[config.mk]
export PLATFORM = sky130hd
export DESIGN_NAME = axi_lite_to_axi_dw
export DESIGN_NICKNAME = d
export VERILOG_FILES = /design/src/rtl/axi_lite_to_axi_dw_pkg.sv /design/src/rtl/axi_lite_to_axi_dw_fifo.sv /design/src/rtl/axi_lite_to_axi_dw.sv
export SDC_FILE = /design/constraint.sdc
export NUM_CORES = 1
export LEC_CHECK = 0
export CORE_AREA = 2 2 235 237
export DETAILED_ROUTE_END_ITERATION = 10
export DIE_AREA = 0 0 237 239
export SLEW_MARGIN = 20
export SYNTH_ARGS = -nofsm -noshare
export SYNTH_HDL_FRONTEND = slang
export SYNTH_HIERARCHICAL = 1
export SYNTH_SLANG_ARGS = --single-unit
[constraint.sdc]
create_clock -name clk_i -period 2.18 [get_ports clk_i]
set_input_delay 0.327 -clock clk_i [delete_from_list [all_inputs] [get_ports clk_i]]
set_output_delay 0.327 -clock clk_i [all_outputs]
set_load 0.02 [all_outputs]
[src/rtl/axi_lite_to_axi_dw_pkg.sv]
// Shared types for the Lite-to-AXI4 width-converting bridge.
// Channel widths are fixed here. The bridge top takes its struct types
// as type parameters, so a different integration can pass its own types.
package axi_lite_to_axi_dw_pkg;

    localparam int unsigned LITE_DW = 32;
    localparam int unsigned AXI_DW  = 128;
    localparam int unsigned ADDR_W  = 32;
    localparam int unsigned ID_W    = 4;
    localparam int unsigned USER_W  = 1;

    typedef logic [2:0] size_t;
    typedef logic [1:0] burst_t;
    typedef logic [1:0] xresp_t;

    localparam burst_t BURST_FIXED = 2'b00;
    localparam xresp_t RESP_OKAY   = 2'b00;
    localparam xresp_t RESP_SLVERR = 2'b10;

    // Lite side
    typedef struct packed {
        logic [ADDR_W-1:0] addr;
        logic [2:0]        prot;
    } lite_ax_t;

    typedef struct packed {
        logic [LITE_DW-1:0]   data;
        logic [LITE_DW/8-1:0] strb;
    } lite_w_t;

    typedef struct packed {
        xresp_t resp;
    } lite_b_t;

    typedef struct packed {
        logic [LITE_DW-1:0] data;
        xresp_t             resp;
    } lite_r_t;

    typedef struct packed {
        lite_ax_t aw;
        logic     aw_valid;
        lite_w_t  w;
        logic     w_valid;
        logic     b_ready;
        lite_ax_t ar;
        logic     ar_valid;
        logic     r_ready;
    } lite_req_t;

    typedef struct packed {
        logic    aw_ready;
        logic    w_ready;
        lite_b_t b;
        logic    b_valid;
        logic    ar_ready;
        lite_r_t r;
        logic    r_valid;
    } lite_resp_t;

    // AXI4 side
    typedef struct packed {
        logic [ID_W-1:0]   id;
        logic [ADDR_W-1:0] addr;
        logic [7:0]        len;
        size_t             size;
        burst_t            burst;
        logic              lock;
        logic [3:0]        cache;
        logic [2:0]        prot;
        logic [3:0]        qos;
        logic [3:0]        region;
        logic [5:0]        atop;
        logic [USER_W-1:0] user;
    } axi_ax_t;

    typedef struct packed {
        logic [AXI_DW-1:0]   data;
        logic [AXI_DW/8-1:0] strb;
        logic                last;
        logic [USER_W-1:0]   user;
    } axi_w_t;

    typedef struct packed {
        logic [ID_W-1:0]   id;
        xresp_t            resp;
        logic [USER_W-1:0] user;
    } axi_b_t;

    typedef struct packed {
        logic [ID_W-1:0]   id;
        logic [AXI_DW-1:0] data;
        xresp_t            resp;
        logic              last;
        logic [USER_W-1:0] user;
    } axi_r_t;

    typedef struct packed {
        axi_ax_t aw;
        logic    aw_valid;
        axi_w_t  w;
        logic    w_valid;
        logic    b_ready;
        axi_ax_t ar;
        logic    ar_valid;
        logic    r_ready;
    } axi_req_t;

    typedef struct packed {
        logic   aw_ready;
        logic   ar_ready;
        logic   w_ready;
        logic   b_valid;
        axi_b_t b;
        logic   r_valid;
        axi_r_t r;
    } axi_resp_t;

endpackage

[src/rtl/axi_lite_to_axi_dw_fifo.sv]
// Small registered (non fall-through) FIFO that holds per-transaction
// lane offsets. Data pushed in one cycle is visible at the head the next cycle.
module axi_lite_to_axi_dw_fifo #(
    parameter int unsigned DataWidth = 1,
    parameter int unsigned Depth     = 4
) (
    input  logic                 clk_i,
    input  logic                 rst_ni,
    input  logic                 push_i,
    input  logic [DataWidth-1:0] data_i,
    input  logic                 pop_i,
    output logic [DataWidth-1:0] data_o,
    output logic                 full_o,
    output logic                 empty_o
);

    localparam int unsigned PtrW = (Depth > 1) ? $clog2(Depth) : 1;
    localparam int unsigned CntW = $clog2(Depth + 1);

    logic [Depth-1:0][DataWidth-1:0] mem_q;
    logic [PtrW-1:0]                 wr_ptr_q, rd_ptr_q;
    logic [CntW-1:0]                 cnt_q;
    logic                            push, pop;

    assign full_o  = (cnt_q == CntW'(Depth));
    assign empty_o = (cnt_q == '0);
    assign push    = push_i & ~full_o;
    assign pop     = pop_i & ~empty_o;
    assign data_o  = mem_q[rd_ptr_q];

    function automatic logic [PtrW-1:0] ptr_inc(input logic [PtrW-1:0] p);
        return (p == PtrW'(Depth - 1)) ? '0 : p + PtrW'(1);
    endfunction

    // Storage, circular pointers and occupancy count.
    always_ff @(posedge clk_i or negedge rst_ni) begin
        if (!rst_ni) begin
            mem_q    <= '0;
            wr_ptr_q <= '0;
            rd_ptr_q <= '0;
            cnt_q    <= '0;
        end else begin
            if (push) begin
                mem_q[wr_ptr_q] <= data_i;
                wr_ptr_q        <= ptr_inc(wr_ptr_q);
            end
            if (pop) rd_ptr_q <= ptr_inc(rd_ptr_q);
            if (push && !pop)      cnt_q <= cnt_q + CntW'(1);
            else if (pop && !push) cnt_q <= cnt_q - CntW'(1);
        end
    end

endmodule

[src/rtl/axi_lite_to_axi_dw.sv]
// AXI4-Lite slave to AXI4 master bridge. The AXI4 data bus may be a
// power-of-two multiple of the Lite width. Write beats are replicated
// across all lanes and strobed onto the lane selected by the address.
// Read data is taken from the lane recorded when the AR was accepted.
// All IDs are zero, so responses return in order and FIFO heads always match.
module axi_lite_to_axi_dw
    import axi_lite_to_axi_dw_pkg::*;
#(
    parameter int unsigned LiteDataWidth = LITE_DW,
    parameter int unsigned AxiDataWidth  = AXI_DW,
    parameter int unsigned AxiAddrWidth  = ADDR_W,
    parameter int unsigned MaxWrites     = 4,
    parameter int unsigned MaxReads      = 4,
    parameter type req_lite_t  = lite_req_t,
    parameter type resp_lite_t = lite_resp_t,
    parameter type req_t       = axi_req_t,
    parameter type resp_t      = axi_resp_t
) (
    input  logic       clk_i,
    input  logic       rst_ni,
    input  req_lite_t  slv_req_lite_i,
    output resp_lite_t slv_resp_lite_o,
    output req_t       mst_req_o,
    input  resp_t      mst_resp_i
);

    localparam int unsigned LiteBytes = LiteDataWidth / 8;
    localparam int unsigned AxiBytes  = AxiDataWidth / 8;
    localparam int unsigned NumLanes  = AxiDataWidth / LiteDataWidth;
    localparam int unsigned OffW      = $clog2(NumLanes);
    localparam int unsigned FifoW     = (OffW > 0) ? OffW : 1;
    localparam int unsigned CntW      = $clog2(MaxWrites + 1);

    logic [FifoW-1:0] aw_off, ar_off, w_off, r_off;
    logic             woff_full, woff_empty, roff_full, roff_empty;
    logic [CntW-1:0]  wcnt_q;
    logic             aw_gate, aw_hs, w_hs, b_hs, ar_hs, r_hs;

    logic [NumLanes-1:0][LiteDataWidth-1:0] w_lanes, r_lanes;
    logic [NumLanes-1:0][LiteBytes-1:0]     strb_lanes;

    // Lane offset is the address bits between the Lite and AXI byte widths.
    if (OffW > 0) begin : g_off
        assign aw_off = slv_req_lite_i.aw.addr[$clog2(AxiBytes)-1:$clog2(LiteBytes)];
        assign ar_off = slv_req_lite_i.ar.addr[$clog2(AxiBytes)-1:$clog2(LiteBytes)];
    end else begin : g_no_off
        assign aw_off = '0;
        assign ar_off = '0;
    end

    // Gating uses registered state only, so valids never depend on readies.
    assign aw_gate = (wcnt_q < CntW'(MaxWrites)) & ~woff_full;
    assign aw_hs   = slv_req_lite_i.aw_valid & aw_gate & mst_resp_i.aw_ready;
    assign w_hs    = slv_req_lite_i.w_valid & ~woff_empty & mst_resp_i.w_ready;
    assign b_hs    = mst_resp_i.b_valid & slv_req_lite_i.b_ready;
    assign ar_hs   = slv_req_lite_i.ar_valid & ~roff_full & mst_resp_i.ar_ready;
    assign r_hs    = mst_resp_i.r_valid & ~roff_empty & slv_req_lite_i.r_ready;

    // Per-lane steering: data replicated everywhere, strobe only on the target lane.
    for (genvar l = 0; l < NumLanes; l++) begin : g_lane
        localparam logic [FifoW-1:0] LaneIdx = FifoW'(l);
        assign w_lanes[l]    = slv_req_lite_i.w.data;
        assign strb_lanes[l] = (w_off == LaneIdx) ? slv_req_lite_i.w.strb : '0;
    end
    assign r_lanes = mst_resp_i.r.data;

    axi_lite_to_axi_dw_fifo #(
        .DataWidth (FifoW),
        .Depth     (MaxWrites)
    ) i_woff_fifo (
        .clk_i   (clk_i),
        .rst_ni  (rst_ni),
        .push_i  (aw_hs),
        .data_i  (aw_off),
        .pop_i   (w_hs),
        .data_o  (w_off),
        .full_o  (woff_full),
        .empty_o (woff_empty)
    );

    axi_lite_to_axi_dw_fifo #(
        .DataWidth (FifoW),
        .Depth     (MaxReads)
    ) i_roff_fifo (
        .clk_i   (clk_i),
        .rst_ni  (rst_ni),
        .push_i  (ar_hs),
        .data_i  (ar_off),
        .pop_i   (r_hs),
        .data_o  (r_off),
        .full_o  (roff_full),
        .empty_o (roff_empty)
    );

    // Outstanding-write counter; AW and B in the same cycle cancel out.
    // A stray B with nothing outstanding is ignored rather than wrapping.
    always_ff @(posedge clk_i or negedge rst_ni) begin
        if (!rst_ni) begin
            wcnt_q <= '0;
        end else if (aw_hs && !b_hs) begin
            wcnt_q <= wcnt_q + CntW'(1);
        end else if (b_hs && !aw_hs && (wcnt_q != '0)) begin
            wcnt_q <= wcnt_q - CntW'(1);
        end
    end

    // Downstream request: single-beat FIXED bursts at Lite size, all IDs zero.
    always_comb begin
        mst_req_o          = '0;
        mst_req_o.aw.addr  = slv_req_lite_i.aw.addr;
        mst_req_o.aw.prot  = slv_req_lite_i.aw.prot;
        mst_req_o.aw.size  = size_t'($clog2(LiteBytes));
        mst_req_o.aw.burst = BURST_FIXED;
        mst_req_o.aw_valid = slv_req_lite_i.aw_valid & aw_gate;
        mst_req_o.w.data   = w_lanes;
        mst_req_o.w.strb   = strb_lanes;
        mst_req_o.w.last   = 1'b1;
        mst_req_o.w_valid  = slv_req_lite_i.w_valid & ~woff_empty;
        mst_req_o.b_ready  = slv_req_lite_i.b_ready;
        mst_req_o.ar.addr  = slv_req_lite_i.ar.addr;
        mst_req_o.ar.prot  = slv_req_lite_i.ar.prot;
        mst_req_o.ar.size  = size_t'($clog2(LiteBytes));
        mst_req_o.ar.burst = BURST_FIXED;
        mst_req_o.ar_valid = slv_req_lite_i.ar_valid & ~roff_full;
        mst_req_o.r_ready  = slv_req_lite_i.r_ready & ~roff_empty;
    end

    // Upstream response: B passes straight through, R is taken from the recorded lane.
    always_comb begin
        slv_resp_lite_o          = '0;
        slv_resp_lite_o.aw_ready = aw_gate & mst_resp_i.aw_ready;
        slv_resp_lite_o.w_ready  = ~woff_empty & mst_resp_i.w_ready;
        slv_resp_lite_o.b.resp   = mst_resp_i.b.resp;
        slv_resp_lite_o.b_valid  = mst_resp_i.b_valid;
        slv_resp_lite_o.ar_ready = ~roff_full & mst_resp_i.ar_ready;
        slv_resp_lite_o.r.data   = r_lanes[r_off];
        slv_resp_lite_o.r.resp   = mst_resp_i.r.resp;
        slv_resp_lite_o.r_valid  = mst_resp_i.r_valid & ~roff_empty;
    end

    // IDs, user bits and last are fixed by construction and are not inspected.
    logic unused;
    assign unused = ^{mst_resp_i.b.id, mst_resp_i.b.user, mst_resp_i.r.id,
                      mst_resp_i.r.last, mst_resp_i.r.user};

endmodule
==> impl_metrics.toml <==
[floorplanning]
fp.dieH_um = 239
design.die.area_mm2 = 0.0566
ios = 597
row_count = 86
core_mm2 = 0.0543
die_w_um = 237
start_util_pct = 9.04

[route]
remaining_drc_errors = 0
vias_per_cell = 2.71
ant_nets = 0
wire_per_inst_um = 18.0
drtPass1Iterations = 4
num_vias = 3401
drt_iter0_markers = 95
routed_wirelength_um = 22600

[synth]
yosys_warnings = 6
async_reset_ff_share_pct = 100
yosysSeqAreaShare_pct = 16.8
avgSynthCellArea_um2 = 10.0
syn_area_mm2 = 0.00491
postSynthRegisterBits = 33
synthFlopType = "dfrtp_1"
synthDistinctLibCells = 35
synth-edff-count = 0
synthCells = 491

[global_routing]
grt.overflow.total = 0
grt_max_degree = 34
grt_pass1_wl_um = 28400
antenna_found_initial = 5
grt.total_usage_pct = 7.29
grt_pass1_vias = 3491

[power_and_ir_drop]
leakage_uw = 0.00278
ir_drop_uv = 937
p_per_area_mw_per_mm2 = 1660

[setup_path]
cp_cell_sequence = "mux4_2 > buf_12 > buf_16 > mux4_2 > buf_6"
end_kind = "primary output"
cp_slowest_stage_delay_ps = 560
cp-start-kind = "flip-flop"
worstPathArrival_ps = 2250
crit_path_frequent_cell = "mux4_2"
cp_max_fo = 6
critical_path_class = "flip-flop to primary output"
crit_slowest_cell = "mux4_2"
critPathRequiredTime_ps = 1850

[sta]
fin_crit_ps = 2580
finalSetupViolCount = 32
drv_slew = 0
post-route-period-util_pct = 118
clock.fmax_ghz = 0.388
whs_ps = 462
fin_ws_ps = -397
hold_violations = 0
skew_ps = 4.75
tns_ps = -10730
rsz0062_at_grt = "yes"

[clock_tree]
worst_skew_pair.late_latency_ps = 270
clock_path_buffers = 2
cts_tree = "done"
h-tree-depth = 2
numClockSinks = 33
cts-root-buf = "clkbuf_16"
cts_made_buffers = 5
clk_pin_slew_ps = 50
hold_buffers = 0

[cells_and_area]
design_area_mm2 = 0.00692
nNetsFinal = 825
fin_util_pct = 12.7
drive_gt1_share_pct = 37.6
synthToLayoutAreaGrowth_pct = 40.8
instances_no_fill = 1257

[placement]
postPlaceCellArea_mm2 = 0.00638
port-buffer-count = 209
gp_congestion = 0.745
place_inst = 1228
hpwl_um = 19300

[run_status]
violations = "setup timing"
outcome = "complete, but fails checks"

[worst_hold_path]
min_path_type = "primary input to asynchronous set/reset pin"

[job]
cap_violations = 0
[layer usage]
metal  track usage, %  part of all wire [%]
met3             5.60                    17
met2             11.9                    46
met1             6.85                    32
met5            0.346                  0.17
met4             2.93                   4.2
[sequential cells by signal, summed over array words and instances (netlist names)]
| signal | count |
|---|---|
| i_woff_fifo/cnt_q | 3 |
| wcnt_q | 3 |
| i_roff_fifo/cnt_q | 3 |
| i_woff_fifo/mem_q | 8 |
| i_woff_fifo/rd_ptr_q | 2 |
| i_roff_fifo/wr_ptr_q | 2 |
| i_roff_fifo/mem_q | 8 |
| i_woff_fifo/wr_ptr_q | 2 |
| i_roff_fifo/rd_ptr_q | 2 |
[synth_stat cells (2+ instances only)]
cell type	number	area, µm²
and2_1	15	93.8
mux2_2	26	293
nor3_1	2	10.0
inv_1	6	22.5
buf_6	4	45.0
dfrtp_1	33	826
fa_1	3	60.1
and3_1	4	25.0
mux2i_1	3	30.0
buf_4	280	2100
xnor2_1	3	26.3
xor2_1	4	35.0
mux4_1	6	158
nor3b_4	2	37.5
conb_1	2	7.51
mux4_2	30	676
nor2_1	17	63.8
nor2b_1	10	62.6
nor3b_1	2	15.0
nand2b_1	2	12.5
a21boi_0	2	15.0
nand2_1	9	33.8
ha_1	12	150
buf_2	3	15.0
[path summary, 6_finish.rpt]
check,from,end,slack [ps],cells after the start
worst max-delay path,i_roff_fifo/rd_ptr_q[0],slv_resp_lite_o[15],-400,5
worst min-delay path,rst_ni,i_roff_fifo/cnt_q[2],460,2
worst max register to register,i_woff_fifo/cnt_q[2],i_woff_fifo/cnt_q[2],100,10
worst min register to register,i_woff_fifo/mem_q[4],i_woff_fifo/mem_q[4],500,1
max in group asynchronous,rst_ni,i_woff_fifo/cnt_q[1],1390,2
min in group clk_i,i_woff_fifo/mem_q[4],i_woff_fifo/mem_q[4],500,1
[area by class of cell]
| cell class | instances | area, µm² |
|---|---|---|
| Tap cell | 704 | 881 |
| Multi-Input combinational cell | 238 | 2320 |
| Timing Repair Buffer | 264 | 2710 |
| Sequential cell | 33 | 831 |
| Fill cell | 6151 | 47400 |
| Clock buffer | 6 | 129 |
| Clock inverter | 2 | 10.0 |
| Antenna cell | 3 | 7.51 |
| Inverter | 7 | 28.8 |
[metrics by stage]
step                worst slack [ps]  total power (µW)
global placement                -379              9380
finish                          -397             11500
detailed placement              -382              9480
global route                    -482             12100
CTS                             -435             11000
floorplan                      -34.8              5970
[kinds of logic (layout without fill, tap and decap cells)]
family	after synthesis	after routing	synth area share (%)
AOI/OAI and AO/OA	7	7	1.12
adders and majority gates	15	15	4.28
muxes	65	65	23.5
xor gates and xnor gates	7	7	1.25
buffers and inverters	294	279	44.5
DFF	33	33	16.8
other	2	79	0.153
and+or+nand+nor	68	68	8.35
[report_power, final]
part           internal, µW  switching (µW)
clock                   418             239
combinational          4910            4640
sequential              940             308
[repair_timing]
action                                  in CTS  in global routing
pin swaps                                    0                 10
endpoints found under the setup margin      54                 53
setup buffers                                6                 10
resized for setup                          140                 69
gates cloned                                 2                  1
[critical path, delay by kind of cell (launching register included)]
family / cells / cell delay (ps)
muxes: 2 / 1070
buffers and inverters: 3 / 510
DFF: 1 / 370
[placed cells by master (no fill, tap or decap), types with 5 or more instances in the layout]
cell / n
clkdlybuf4s50_1: 157
conb_1: 76
buf_6: 43
buf_4: 41
mux4_2: 32
dfrtp_1: 29
mux2_2: 25
nor2_1: 16
and2_4: 13
ha_1: 10
nand2_1: 9
buf_12: 7
clkbuf_16: 6
dlygate4sd2_1: 6
nor2b_4: 5
nor2b_1: 5
(Power assumes the default switching activity.)
